==> src/rtl/spi_init_sequencer.sv <==
// Register-initialisation sequencer: walks a sync-ROM table and drives the SPI register
// master's write/read request ports. It reports either completion or the index of the failing entry.
module spi_init_sequencer #(
    parameter int unsigned INDEX_WIDTH    = 6,
    parameter int unsigned DELAY_UNIT     = 50000,
    parameter int unsigned MAX_RETRIES    = 3,
    parameter int unsigned TIMEOUT_CLOCKS = 4096
) (
    input  logic                   i_clock,
    input  logic                   i_reset_n,
    input  logic                   i_start,
    output logic [INDEX_WIDTH-1:0] o_tableIndex,
    input  logic [17:0]            i_tableEntry,
    output logic                   o_txBegin,
    output logic [6:0]             o_txAddress,
    output logic [7:0]             o_txData,
    input  logic                   i_txBusy,
    input  logic                   i_txDone,
    output logic                   o_rxBegin,
    output logic [6:0]             o_rxAddress,
    input  logic [7:0]             i_rxData,
    input  logic                   i_rxBusy,
    input  logic                   i_rxDone,
    output logic                   o_busy,
    output logic                   o_done,
    output logic                   o_error,
    output logic [INDEX_WIDTH-1:0] o_errorIndex,
    output logic [7:0]             o_errorData
);

    localparam int unsigned RetryW   = (MAX_RETRIES < 1) ? 1 : $clog2(MAX_RETRIES + 1);
    localparam int unsigned TimeoutW = $clog2(TIMEOUT_CLOCKS + 1);
    localparam int unsigned UnitW    = $clog2(DELAY_UNIT + 1);

    localparam logic [RetryW-1:0]      RetryMax    = RetryW'(MAX_RETRIES);
    localparam logic [TimeoutW-1:0]    TimeoutLast = TimeoutW'(TIMEOUT_CLOCKS - 1);
    localparam logic [UnitW-1:0]       UnitLast    = UnitW'(DELAY_UNIT - 1);
    localparam logic [INDEX_WIDTH-1:0] IndexLast   = '1;

    localparam logic [1:0] OpWrite  = 2'b00;
    localparam logic [1:0] OpVerify = 2'b01;
    localparam logic [1:0] OpDelay  = 2'b10;
    localparam logic [1:0] OpEnd    = 2'b11;

    typedef enum logic [3:0] {
        StIdle, StFetch, StDecode, StWrReq, StWrWait,
        StRdReq, StRdWait, StDelay, StDone, StFail
    } state_e;

    state_e                   r_state;
    logic [INDEX_WIDTH-1:0]   r_index;
    logic [1:0]               r_op;
    logic [6:0]               r_addr;
    logic [7:0]               r_data;
    logic [RetryW-1:0]        r_retry;
    logic [TimeoutW-1:0]      r_timeout;
    logic [15:0]              r_ticks;
    logic [UnitW-1:0]         r_unit;
    logic                     r_tx_begin;
    logic [6:0]               r_tx_address;
    logic [7:0]               r_tx_data;
    logic                     r_rx_begin;
    logic [6:0]               r_rx_address;
    logic                     r_busy;
    logic                     r_done;
    logic                     r_error;
    logic [INDEX_WIDTH-1:0]   r_error_index;
    logic [7:0]               r_error_data;

    logic w_master_idle;
    logic w_advance;
    logic w_timeout;

    // Every path that finishes an entry funnels through w_advance so the end-of-table check lives in one place.
    always_comb begin
        w_master_idle = !i_txBusy && !i_rxBusy;
        w_advance     = 1'b0;
        w_timeout     = 1'b0;
        case (r_state)
            StWrWait: begin
                w_advance = i_txDone && (r_op == OpWrite);
                w_timeout = !i_txDone && (r_timeout == TimeoutLast);
            end
            StRdWait: begin
                w_advance = i_rxDone && (i_rxData == r_data);
                w_timeout = !i_rxDone && (r_timeout == TimeoutLast);
            end
            StDelay:  w_advance = (r_ticks == 16'd0);
            default: ;
        endcase
    end

    always_ff @(posedge i_clock or negedge i_reset_n) begin
        if (!i_reset_n) begin
            r_state       <= StIdle;
            r_index       <= '0;
            r_op          <= 2'b00;
            r_addr        <= '0;
            r_data        <= '0;
            r_retry       <= '0;
            r_timeout     <= '0;
            r_ticks       <= '0;
            r_unit        <= '0;
            r_tx_begin    <= 1'b0;
            r_tx_address  <= '0;
            r_tx_data     <= '0;
            r_rx_begin    <= 1'b0;
            r_rx_address  <= '0;
            r_busy        <= 1'b0;
            r_done        <= 1'b0;
            r_error       <= 1'b0;
            r_error_index <= '0;
            r_error_data  <= '0;
        end else begin
            r_tx_begin <= 1'b0;
            r_rx_begin <= 1'b0;
            if (w_advance) begin
                r_retry <= '0;
                if (r_index == IndexLast) begin
                    r_state       <= StFail;
                    r_busy        <= 1'b0;
                    r_error       <= 1'b1;
                    r_error_index <= r_index;
                    r_error_data  <= '0;
                end else begin
                    r_index <= r_index + 1'b1;
                    r_state <= StFetch;
                end
            end else if (w_timeout) begin
                r_state       <= StFail;
                r_busy        <= 1'b0;
                r_error       <= 1'b1;
                r_error_index <= r_index;
                r_error_data  <= '0;
            end else begin
                case (r_state)
                    StIdle, StDone, StFail: begin
                        if (i_start) begin
                            r_done        <= 1'b0;
                            r_error       <= 1'b0;
                            r_error_index <= '0;
                            r_error_data  <= '0;
                            r_index       <= '0;
                            r_busy        <= 1'b1;
                            r_state       <= StFetch;
                        end
                    end
                    StFetch: r_state <= StDecode;
                    StDecode: begin
                        r_op    <= i_tableEntry[17:16];
                        r_addr  <= i_tableEntry[14:8];
                        r_data  <= i_tableEntry[7:0];
                        r_retry <= '0;
                        case (i_tableEntry[17:16])
                            OpWrite, OpVerify: r_state <= StWrReq;
                            OpDelay: begin
                                r_ticks <= i_tableEntry[15:0];
                                r_unit  <= '0;
                                r_state <= StDelay;
                            end
                            OpEnd: begin
                                r_done  <= 1'b1;
                                r_busy  <= 1'b0;
                                r_state <= StDone;
                            end
                        endcase
                    end
                    StWrReq: begin
                        if (w_master_idle) begin
                            r_tx_begin   <= 1'b1;
                            r_tx_address <= r_addr;
                            r_tx_data    <= r_data;
                            r_timeout    <= '0;
                            r_state      <= StWrWait;
                        end
                    end
                    StWrWait: begin
                        if (i_txDone) begin
                            r_state <= StRdReq;
                        end else begin
                            r_timeout <= r_timeout + 1'b1;
                        end
                    end
                    StRdReq: begin
                        if (w_master_idle) begin
                            r_rx_begin   <= 1'b1;
                            r_rx_address <= r_addr;
                            r_timeout    <= '0;
                            r_state      <= StRdWait;
                        end
                    end
                    StRdWait: begin
                        // A matching readback is taken by w_advance, so a done here is a mismatch.
                        if (i_rxDone) begin
                            if (r_retry < RetryMax) begin
                                r_retry <= r_retry + 1'b1;
                                r_state <= StWrReq;
                            end else begin
                                r_state       <= StFail;
                                r_busy        <= 1'b0;
                                r_error       <= 1'b1;
                                r_error_index <= r_index;
                                r_error_data  <= i_rxData;
                            end
                        end else begin
                            r_timeout <= r_timeout + 1'b1;
                        end
                    end
                    StDelay: begin
                        if (r_unit == UnitLast) begin
                            r_unit  <= '0;
                            r_ticks <= r_ticks - 1'b1;
                        end else begin
                            r_unit <= r_unit + 1'b1;
                        end
                    end
                    default: r_state <= StIdle;
                endcase
            end
        end
    end

    assign o_tableIndex = r_index;
    assign o_txBegin    = r_tx_begin;
    assign o_txAddress  = r_tx_address;
    assign o_txData     = r_tx_data;
    assign o_rxBegin    = r_rx_begin;
    assign o_rxAddress  = r_rx_address;
    assign o_busy       = r_busy;
    assign o_done       = r_done;
    assign o_error      = r_error;
    assign o_errorIndex = r_error_index;
    assign o_errorData  = r_error_data;

endmodule
==> config.mk <==
export PLATFORM = sky130hd
export DESIGN_NAME = spi_init_sequencer
export DESIGN_NICKNAME = d
export VERILOG_FILES = /design/src/rtl/spi_init_sequencer.sv
export SDC_FILE = /design/constraint.sdc
export NUM_CORES = 1
export LEC_CHECK = 0
export ABC_AREA = 0
export CORE_MARGIN = 2
export CORE_UTILIZATION = 54
export DETAILED_ROUTE_END_ITERATION = 7
export GPL_TIMING_DRIVEN = 0
export PLACE_DENSITY = 0.77
export SYNTH_ARGS = -nofsm -noshare
export SYNTH_HDL_FRONTEND = slang
export SYNTH_SLANG_ARGS = --single-unit
==> constraint.sdc <==
create_clock -name i_clock -period 3.5 [get_ports i_clock]
set_input_delay 0.7 -clock i_clock [delete_from_list [all_inputs] [get_ports i_clock]]
set_output_delay 0.7 -clock i_clock [all_outputs]
set_load 0.02 [all_outputs]
Word level (Yosys, flattened, before mapping). Cells that the tools add are included.

Input bits: 33. RAM bits: 0. Latch bits: 0. ROM bits: 0. Flip-flop bits (word level): 115. Output and inout bits: 47. Memories: 0.

Reductions and logical operators: 36. Div/mod/pow operators: 0. Eq/ne operators: 36. Multiplexer cells: 70. Shift operators: 0. Bitwise logic cells: 2. Multiply operators: 0. $add $sub $neg: 5. Magnitude comparators: 1.

Operators with widths (count): 16-bit two-way mux (4); 16-bit one-hot mux with 2 select lines (2); 6-bit two-way mux (10); 8-bit two-way mux (6); 13-bit two-way mux (3); 13-bit one-hot mux with 3 select lines (1); 4-bit two-way mux (9); 4-bit one-hot mux with 8 select lines (1); 4-bit inequality test (second input constant) (7); 1-bit two-way mux (21); 4-bit AND reduction (5); 6-bit AND reduction (3); 16-bit by 1-bit adder with 16-bit output (second input constant) (1); 16-bit equality test (second input constant) (1); 4-bit by 3-bit equality test with 1-bit output (second input constant) (4); 16-bit zero test (1); 2-bit inequality test (second input constant) (8); 8-bit one-hot mux with 2 select lines (1); 16-bit by 1-bit subtractor with 16-bit output (second input constant) (1); 5-bit AND reduction (3); 13-bit by 1-bit adder with 13-bit output (second input constant) (1); 13-bit by 12-bit equality test with 1-bit output (second input constant) (1); 4-bit one-hot mux with 3 select lines (1); 6-bit one-hot mux with 2 select lines (1); 28 further kinds (54).

Longest topological paths before layout. Gate-level depths: netlist of the first run.

Depth after elaboration: 6. Gate-level depth with buffers: 9.

Worst setup path before layout of the first run. No wires, ideal clock.

Path kind: reg2reg. Start point: register r_ticks[0]. End point: register r_error_index[0] (netlist: o_errorIndex[0]). Data arrival time: 2309 ps. Cell stages (with the launch flop): 10. Setup slack: 1070 ps. Period minus slack after synthesis: 2430 ps. Cells stage by stage: dfrtp_1 inv_1 ha_1 nor3b_1 nand4_1 o31ai_4 or3_4 o311ai_4 buf_4 a22o_1.

Word-level cells in the longest chain between the ends: 4. Elaborated cells on any way between the ends: 9. Classes of those cells: 4 x eq/ne; 2 x mux; 3 x reduce/logical.

Ends and longest elaborated chain: from (decl) (RTL line 57) `logic [15:0] r_ticks;`; from (signal assigned) (RTL line 157) `r_ticks <= i_tableEntry[15:0];`; from (signal assigned) (RTL line 212) `r_ticks <= r_ticks - 1'b1;`; 16-bit zero test (*) (RTL line 88) `StDelay: w_advance = (r_ticks == 16'd0);`; 1-bit one-hot mux with 3 select lines (*) (RTL line 79) `case (r_state)`; 4-bit inequality test (no line), or another cell as far along; 5-bit AND reduction (no line); to (signal assigned) (RTL line 123) `r_error_index <= r_index;`; to (signal assigned) (RTL line 133) `r_error_index <= r_index;`; to (signal assigned) (RTL line 202) `r_error_index <= r_index;`; to (decl) (RTL line 67) `logic [INDEX_WIDTH-1:0] r_error_index;`.

Mark *: on every way between the ends. The rest lies on a longest branch, timed or not. A chain may end at the register's enable or synchronous reset.

Worst setup path in the final report of the first run.
Start point: register r_ticks[0]. End point: register r_unit[2].

Word-level cells in the longest chain between the ends: 4.

Ends and longest elaborated chain: 16-bit zero test (RTL line 88); 1-bit one-hot mux with 3 select lines (RTL line 79); 1-bit inverter (no line); 4-bit AND reduction (no line); to (signal assigned) (RTL line 214) `r_unit <= r_unit + 1'b1;`; to (decl) (RTL line 58) `logic [UnitW-1:0] r_unit;`.

Every way passes these cells.

==> results.md, run 1 <==
- Multiplexer share of the synthesized area: roughly 5.2%
- Gr usage total: ~26%
- Total power: 5.337 mW
- First-pass GRT wire length: 23120 µm
- Final Instance Count excl. Fillers: between 800 and 900
- Asr flop ratio synth: between 90% and 100%
- First-pass iteration count of the detailed router: 5
- I/O pins: 80
- Max Cap Violations: 0
- Pre-CTS WS: 122.9 ps
- Peak VDD IR: 0.4050 mV
- Worst-skew pair later-pin latency: 530 ps
- DR DRC count: 0
- Cts hold-fix bufs: 0
- WP data arrival: around 3400 ps
- RSZ-0062 raised after global routing: no
- Root Driver: clkbuf_8
- H-tree depth: 4
- Worst path max stage delay: between 500 and 600 ps
- Post-synth top area share: between 50 and 60%
- EDFF count, synth: 0
- Nets: 715
- Dpl hpwl: roughly 9500 µm
- Top FF cell, synth: dfrtp_1
- Fin crit period: just under 3000 ps
- Overall routed net length: 13920 µm
- Final Hold Vio Count: 0
- Critical path class: reg2reg
- CTS buffer count: 17
- Worst Max-Slew Pin Slew: approximately 850 ps
- Min Hold Slack: 15.81 ps
- Share of the clock period used by the worst path: ~85%
- Status: complete, no violations
- Die Ht: around 110 µm
- Initial Utilization: 55.00%
- Synth cell types: 57
- Placed cell areas: roughly 6600 µm²
- RePlAce Congestion: 0.9028
- GRT overflow: 0
- Detail Route Antenna Nets: 0
- DR WL/cell: roughly 17 µm
- Cell taking the most area after synthesis: dfrtp_1
- Number of max-slew violations in the final report: 0
- Top achievable clock speed: roughly 0.34 GHz
- DP Cell Count: between 700 and 800
- Leak: approximately 3 nW
- Setup ws final: roughly 530 ps
- Ys Warns: 0
- Via count: 4932
- Relative slew slack: 42.58%
- Final Util: 69.72%
- Largest family of logic cells by synthesized area: simple AND/OR/NAND/NOR gates
- CTS tree: yes
- Antenna cells: 0
- Reg2reg setup slack: roughly 530 ps
- Mapped Cells: just under 600
- Commonest cells post-synth: 115 x dfrtp_1, 78 x nand2_1, 62 x o21ai_0, 42 x nor2_1, 28 x a21oi_1
- Final TNS setup: 0 ps
- Postcts setup bufs: 0
- Core Box Area: about 10000 µm²
- Crit-path cells: inv_1 > ha_1 > nor3b_1 > nand4_1 > o31ai_4 > or3_1 > clkbuf_1 > o21ai_0
- Yosys reg bits: about 120
- Iter 0 DRT Violations: 312
- Sequential area share after synthesis: around half
- Ranking of synthesized cells by area: dfrtp_1 51%, o21ai_0 5.5%, nand2_1 5.2%
- Share of layout cells above drive strength 1: a little over a tenth
- Cell with the most instances after synthesis: dfrtp_1
- Setup violators final: 0
- Post-Synth Adder-Cell Area: 1.112%
- Synth Area in Simple Gates: roughly a fifth
- Worst Clk Skew: approximately 14 ps
- Die area: ~11000 µm²
- Area Overhead vs Synth: 26.77%
- Worst-path clk slew: roughly 60 ps
- IO buf count: 79
- Syn nets: just over 600
- Design area: 7133 µm²
- Power Dens Cells: about 750 nW/µm²
- Avg Cell Area, Syn: 9.735 µm²
- XOR/XNOR Fraction of Synth Area: roughly 1.6%
- Worst setup EP type: flip-flop
- Die Wd: around 110 µm
- Compound-Gate Fraction of Synth Area: between 10% and 20%
- Clk sinks: between 100 and 150
- Vias in the first global route: 4745
- CP max FO: 10
- Mapped Area: 5627 µm²
- Hold Path Class: in2async
- Initial antenna violation count: 0
- Fill count: between 800 and 900
- CTS Buffer Depth: 2
- Site Rows: 37
- Slowest library cell on the worst path: nor3b_1
- Cts repair resizes: 0
- Largest net degree at the start of global routing: just under 100
- CP Launch Type: flip-flop
- WP data required: just under 4000 ps
- Via density: 5.978
==> path summary, 6_finish.rpt <==
path	from	to	cells past startpoint
min	i_reset_n	r_timeout[8]	1
max reg2reg	r_ticks[0]	r_unit[2]	8
min reg2reg	r_timeout[10]	r_timeout[10]	1
max in group asynchronous	i_reset_n	r_state[0]	2
min in group i_clock	r_timeout[10]	r_timeout[10]	1
max	r_ticks[0]	r_unit[2]	8
==> state kept, by name (all words and copies together), names as in the netlist <==
signal,flops
r_ticks,16
o_txData,8
r_retry,2
o_done,1
o_rxBegin,1
o_busy,1
r_data,8
r_unit,16
o_txAddress,7
o_errorData,8
o_rxAddress,7
o_tableIndex,6
o_errorIndex,6
r_timeout,13
o_txBegin,1
r_addr,7
o_error,1
r_state,4
r_op,2
==> cells by family (layout without fill, tap and decap cells) <==
family | Yosys count | in the layout
AO/OA/AOI/OAI | 157 | 157
XOR/XNOR | 10 | 10
adder cells (fa/ha/maj) | 5 | 5
buffers and inverters | 40 | 151
flip-flops | 115 | 115
multiplexers | 26 | 26
AND/OR/NAND/NOR | 225 | 225
==> per-layer routing <==
metal,track usage (%),share of wire [%],routed length [µm]
met5,0,0,0
met4,7.801,1.3,176
met3,6.744,5.6,780
met2,41.75,49,6789
met1,34.97,44,6168
==> critical path, delay by kind of cell (launching register included) <==
family	cells	cell delay, ps
AOI/OAI and AO/OA	2	620
and+or+nand+nor	3	1120
DFF	1	400
adders and majority gates	1	190
buffers and inverters	2	510
==> power by group <==
part	leakage [nW]	switching (mW)	internal (mW)	total (mW)
sequential	1.50	0.315	1.70	2.02
combinational	1.25	1.01	0.807	1.82
clock	0.246	0.618	0.881	1.50
total	2.99	1.95	3.39	5.34
==> placed cells by master, fill, tap and decap left out, drive strengths merged, types with 8 or more instances in the layout <==
cell,n
a21oi,28
a22o,15
and3,8
buf,9
clkbuf,39
clkdlybuf4s50,78
clkinv,9
dfrtp,115
inv,12
mux2,25
nand2,78
nand2b,11
nand3,25
nand4,9
nor2,42
nor3,11
nor4,10
o21ai,62
o31ai,20
xnor2,8
==> final cells by class <==
| class | instances | area, µm² | share of cell area (%) |
|---|---|---|---|
| plain buffers | 27 | 112.6 | 1.579 |
| clock buffers | 19 | 431.7 | 6.052 |
| clock inverters | 12 | 85.08 | 1.193 |
| inverters | 13 | 48.80 | 0.6841 |
| multi-input cells | 423 | 2587 | 36.27 |
| flip-flops and latches | 115 | 2878 | 40.34 |
| well taps | 136 | 170.2 | 2.386 |
| repair buffers | 80 | 819.5 | 11.49 |
Power figures use the tool's default switching activity.
==> run 2, diff against run 1 <==
Clock period 3.5 ns to 3 ns, I/O delays scaled along.
==> results.md, run 2 (synthesized netlist as in run 1, its figures left out) <==
- Crit-path cells: ha_1 > and3_1 > nand4_1 > or4_1 > clkbuf_1 > nand4_1 > clkbuf_1 > a21oi_1 > o22ai_1
- Status: complete, no violations
- CP max FO: 10 (unchanged)
- I/O pins: 80 (unchanged)
- Flop pwr share: 37.9% (about the same)
- Nets: 716 (+0.14%)
- Die area: 11250 µm² (unchanged)
- CTS buffer count: 17 (unchanged)
- Worst-skew pair later-pin latency: 520 ps (about the same)
- Final Util: 69.94% (+0.22 points)
- Via count: 4918 (-0.28%)
- IO buf count: 79 (unchanged)
- Site Rows: 37 (unchanged)
- Setup ws final: 175.9 ps (-351.6 ps)
- Detail Route Antenna Nets: 0 (unchanged)
- Final Hold Vio Count: 0 (unchanged)
- Min Hold Slack: 472.9 ps (+457.1 ps)
- Root Driver: clkbuf_8
- RSZ-0062 raised after global routing: no
- Clk network pwr share: 28.0% (about the same)
- Max Cap Violations: 0 (unchanged)
- CP Buf/Inv Count: 2 (unchanged)
- Sw Ratio: 36.30% (-0.19 points)
- Commonest cells after routing, fill and taps aside: 115 x dfrtp_1, 78 x nand2_1, 78 x clkdlybuf4s50_1
- Worst Clk Skew: 11.84 ps (-2.161 ps)
- Antenna cells: 0 (unchanged)
- Core Box Area: 10230 µm² (unchanged)
- Via density: 5.954 (-0.40%)
- WP data required: 3430 ps (-450 ps)
- Worst path max stage delay: 540 ps (about the same)
- Slowest library cell on the worst path: or4_1
- DP Cell Count: 794 (unchanged)
- Initial antenna violation count: 0 (unchanged)
- Initial Utilization: 55.00% (unchanged)
- Clk sinks: 115 (unchanged)
- Gr usage total: 25.98% (unchanged)
- Worst path top cell family by delay: simple AND/OR/NAND/NOR gates
- Area Overhead vs Synth: 27.17%
- Overall routed net length: 13740 µm (-1.2%)
- Iter 0 DRT Violations: 329 (+5.4%)
- Commonest non-fill, non-tap cell in the layout: dfrtp_1
- Int Pwr: 3.958 mW (+17%)
- Relative slew slack: 51.62% (+9.0 points)
- DR DRC count: 0 (unchanged)
- CP Launch Type: flip-flop
- Setup violators final: 0 (unchanged)
- Worst-path clk slew: 60 ps (about the same)
- Switch Pwr: 2.255 mW (+16%)
- Worst Max-Slew Pin Slew: 725.8 ps (-127.7 ps)
- CTS Buffer Depth: 2 (unchanged)
- H-tree depth: 4 (unchanged)
- Worst setup EP type: flip-flop
- Die Wd: 106.1 µm (unchanged)
- Dpl hpwl: 9544 µm (unchanged)
- Postcts setup bufs: 0 (unchanged)
- WP data arrival: 3250 ps (-100 ps)
- Top achievable clock speed: 0.3541 GHz (+5.3%)
- Final Instance Count excl. Fillers: 826 (+0.12%)
- Hold Path Class: reg2reg
- Critical path class: reg2reg
- GRT overflow: 0 (unchanged)
- CTS tree: yes
- Peak VDD IR: 0.4715 mV (+16%)
- First-pass iteration count of the detailed router: 7 (+2)
- Share of the clock period used by the worst path: 94.14% (+9.2 points)
- Die Ht: 106.1 µm (unchanged)
- RePlAce Congestion: 0.9028 (unchanged)
- Largest net degree at the start of global routing: 97 (unchanged)
- Number of max-slew violations in the final report: 0 (unchanged)
- Leak: 2.999 nW (+0.31%)
- Power Dens Cells: 868.3 nW/µm² (+16%)
- Pre-CTS WS: -277.1 ps (-400.0 ps)
- Vias in the first global route: 4745 (unchanged)
- Share of layout cells above drive strength 1: 11.16% (+0.42 points)
- Top Registers: r_ticks x16, r_unit x16, r_timeout x13
- Fin crit period: 2824 ps (-148.4 ps)
- Logic gate share of total power: 34.2% (about the same)
- DR WL/cell: 16.64 µm (-1.3%)
- First-pass GRT wire length: 23120 µm (unchanged)
## run 2: layout make-up
class / count / area (µm²)
plain buffers: 27 / 113.9
clock buffers: 19 / 431.7
clock inverters: 12 / 85.08
fillers: 811 / 3075
inverters: 13 / 48.80
multi-input cells: 423 / 2599
flip-flops and latches: 115 / 2878
well taps: 136 / 170.2
repair buffers: 81 / 829.5
## run 2: path summary, 6_finish.rpt
path                       slack, ps             to     startpoint  depth (start not counted)
max                              180     r_ticks[0]   r_timeout[1]                          9
min                              470  r_timeout[10]  r_timeout[10]                          1
max reg2reg                      180     r_ticks[0]   r_timeout[1]                          9
min reg2reg                      470  r_timeout[10]  r_timeout[10]                          1
max in group asynchronous       1780     r_state[0]      i_reset_n                          3
min in group asynchronous        490   r_timeout[8]      i_reset_n                          2
## run 2: repair_timing
item                       in CTS  in global routing
setup endpoints to repair       0                 26
hold buffers                    1                  0
resized for setup               0                  4
hold endpoints to repair       19                  0
## run 2: layer usage
layer | vias up | wire [µm] | global-route usage, %
met4 | 0 | 142 | 7.801
met1 | 2398 | 5995 | 34.97
li1 | 2313 | - | -
met5 | - | 0 | 0
met2 | 190 | 6782 | 41.75
met3 | 17 | 823 | 6.744
## run 2: worst reg2reg max path, delay by kind of cell (launching register included)
kind,cells,cell delay (ps)
buf+inv,2,590
compound gates,2,270
fa+ha+maj,1,210
simple gates,4,1270
flops,1,400
## run 2: metrics by stage
step | power, mW | setup TNS, ps | instance area, µm²
after floorplan | 3.683 | 0 | 5627
after global routing | 6.599 | 0 | 7156
after global placement | 4.370 | -351770 | 6588
final | 6.214 | 0 | 7156
after detailed placement | 4.459 | -7210 | 6616
after CTS | 6.224 | 0 | 7143
## run 2: power groups by stage
stage / Sequential [mW] / Combinational [mW] / Clock, mW
after global routing: 2.42 / 2.33 / 1.85
after global placement: 2.34 / 2.03 / 0
after detailed placement: 2.36 / 2.10 / 0
final: 2.35 / 2.12 / 1.74
after CTS: 2.35 / 2.12 / 1.76
after floorplan: 2.46 / 1.22 / 0
==> run 3, diff against run 2 <==
Settings changed: CORE_ASPECT_RATIO from default to 2, CORE_MARGIN 2 to 4.
==> results.md, run 3 (synthesized netlist as in run 1, its figures left out) <==
- Relative slew slack: 54.53% (+2.9 points)
- Top Registers: r_ticks x16, r_unit x16, r_timeout x13
- Final Instance Count excl. Fillers: 825 (-0.12%)
- Worst path max stage delay: 600 ps (+60 ps)
- Site Rows: 52 (+41%)
- First-pass GRT wire length: 26150 µm (+13%)
- R2r worst-path depth: 7 (-2)
- Setup ws final: 138.0 ps (-37.93 ps)
- GRT overflow: 0 (unchanged)
- Via density: 6.102 (+2.5%)
- Antenna cells: 0 (unchanged)
- H-tree depth: 4 (unchanged)
- Int Pwr: 4.115 mW (+4.0%)
- CP Launch Type: flip-flop
- First-pass iteration count of the detailed router: 5 (-2)
- Root Driver: clkbuf_16
- Overall routed net length: 15640 µm (+14%)
- Sw Ratio: 36.35% (+0.057 points)
- Iter 0 DRT Violations: 289 (-12%)
- Initial Utilization: 55.44% (+0.44 points)
- Vias in the first global route: 5279 (+11%)
- Switch Pwr: 2.350 mW (+4.2%)
- CP max FO: 10 (unchanged)
- Number of max-slew violations in the final report: 0 (unchanged)
- Final Hold Vio Count: 0 (unchanged)
- Commonest non-fill, non-tap cell in the layout: dfrtp_1
- Die area: 12220 µm² (+8.6%)
- Status: complete, no violations
- Nets: 715 (-0.14%)
- Flop pwr share: 36.8% (-1.1 points)
- Power Dens Cells: 894.8 nW/µm² (+3.1%)
- Gr usage total: 27.37% (+1.4 points)
- CTS buffer count: 17 (unchanged)
- CP Buf/Inv Count: 1 (-1)
- Critical path class: reg2reg
- DR WL/cell: 18.96 µm (+14%)
- Worst setup EP type: flip-flop
- Crit-path cells: ha_1 > and3_1 > nand4_1 > nor4_2 > or3_1 > clkbuf_1 > o21ai_0
- Die Wd: 80.18 µm (-24%)
- Core Box Area: 10150 µm² (-0.80%)
- Clk sinks: 115 (unchanged)
- Share of the clock period used by the worst path: 95.40% (+1.3 points)
- WP data arrival: 3120 ps (-130 ps)
- Hold Path Class: in2async
- Via count: 5034 (+2.4%)
- Postcts setup bufs: 0 (unchanged)
- Commonest cells after routing, fill and taps aside: 115 x dfrtp_1, 78 x nand2_1, 78 x clkdlybuf4s50_1
- Worst-path clk slew: 50 ps (about the same)
- DR DRC count: 0 (unchanged)
- RSZ-0062 raised after global routing: no
- RePlAce Congestion: 0.9337 (+3.4%)
- WP data required: 3260 ps (-170 ps)
- Clk network pwr share: 29.5% (+1.5 points)
- Die Ht: 152.4 µm (+44%)
- Setup violators final: 0 (unchanged)
- Leak: 3.031 nW (+1.0%)
- Slowest library cell on the worst path: nor4_2
- CTS tree: yes
- CTS Buffer Depth: 2 (unchanged)
- Worst-skew pair later-pin latency: 420 ps (-100 ps)
- I/O pins: 80 (unchanged)
- Max Cap Violations: 0 (unchanged)
- Worst Max-Slew Pin Slew: 682.0 ps (-43.77 ps)
- Worst Clk Skew: 10.56 ps (-1.282 ps)
- Detail Route Antenna Nets: 0 (unchanged)
- Share of layout cells above drive strength 1: 12.17% (+1.0 points)
- Worst path top cell family by delay: simple AND/OR/NAND/NOR gates
- Initial antenna violation count: 0 (unchanged)
- DP Cell Count: 794 (unchanged)
- Top achievable clock speed: 0.3494 GHz (-1.3%)
- Dpl hpwl: 11450 µm (+20%)
- Pre-CTS WS: -253.4 ps (+23.69 ps)
- WP depth: 7 (-2)
- Largest net degree at the start of global routing: 59 (-39%)
- Area Overhead vs Synth: 28.42%
- IO buf count: 79 (unchanged)
- Logic gate share of total power: 33.7% (-0.5 points)
- Fin crit period: 2862 ps (+37.93 ps)
- Peak VDD IR: 0.5126 mV (+8.7%)
run 3: what timing repair did:
item | 4_1_cts | 5_1_grt
hold buffers | 0 | 0
endpoints found under the setup margin | 1 | 38
gates resized for setup | 1 | 10
run 3: per-layer routing:
metal	share of wire, %	vias up	track usage, %
met4	3.7	0	14.02
li1	-	2321	-
met3	4.4	45	4.556
met5	0	-	0
met1	35	2488	28.82
met2	57	180	50.20
run 3: cell type report:
| cell class | instances | area [µm²] |
|---|---|---|
| Clock inverter | 12 | 107.6 |
| Timing Repair Buffer | 81 | 843.3 |
| Multi-Input combinational cell | 423 | 2609 |
| Buffer | 26 | 113.9 |
| Tap cell | 135 | 168.9 |
| Clock buffer | 20 | 456.7 |
| Sequential cell | 115 | 2878 |
| Inverter | 13 | 48.80 |
| Fill cell | 781 | 2924 |
run 3: final timing paths:
| check | start | end | slack, ps |
|---|---|---|---|
| worst min register to register | o_txAddress[5] | o_txAddress[5] | 480 |
| worst max-delay path | r_timeout[0] | r_unit[0] | 140 |
| min in group i_clock | o_txAddress[5] | o_txAddress[5] | 480 |
| worst max register to register | r_timeout[0] | r_unit[0] | 140 |
| worst min-delay path | i_reset_n | o_errorIndex[4] | 200 |
| max in group asynchronous | i_reset_n | r_addr[1] | 2530 |
run 3: stage by stage:
stage / hold slack (ps) / total power [mW] / util [%] / cell area [µm²] / TNS (ps)
finish: 195.2 / 6.466 / 71.19 / 7226 / 0
global route: 210.5 / 6.807 / 71.19 / 7226 / 0
CTS: 208.5 / 6.462 / 70.98 / 7204 / 0
detailed placement: 467.1 / 4.533 / 65.41 / 6639 / -6797
global placement: 455.6 / 4.419 / 64.89 / 6586 / -349040
floorplan: 304.4 / 3.683 / - / 5627 / 0
run 3: power groups by stage:
stage / logic, mW / registers [mW] / clock network, mW
3_3_place_gp: 2.07 / 2.35 / 0
3_5_place_dp: 2.15 / 2.38 / 0
2_1_floorplan: 1.22 / 2.46 / 0
4_1_cts: 2.17 / 2.36 / 1.93
6_report: 2.18 / 2.38 / 1.91
5_1_grt: 2.38 / 2.44 / 1.99
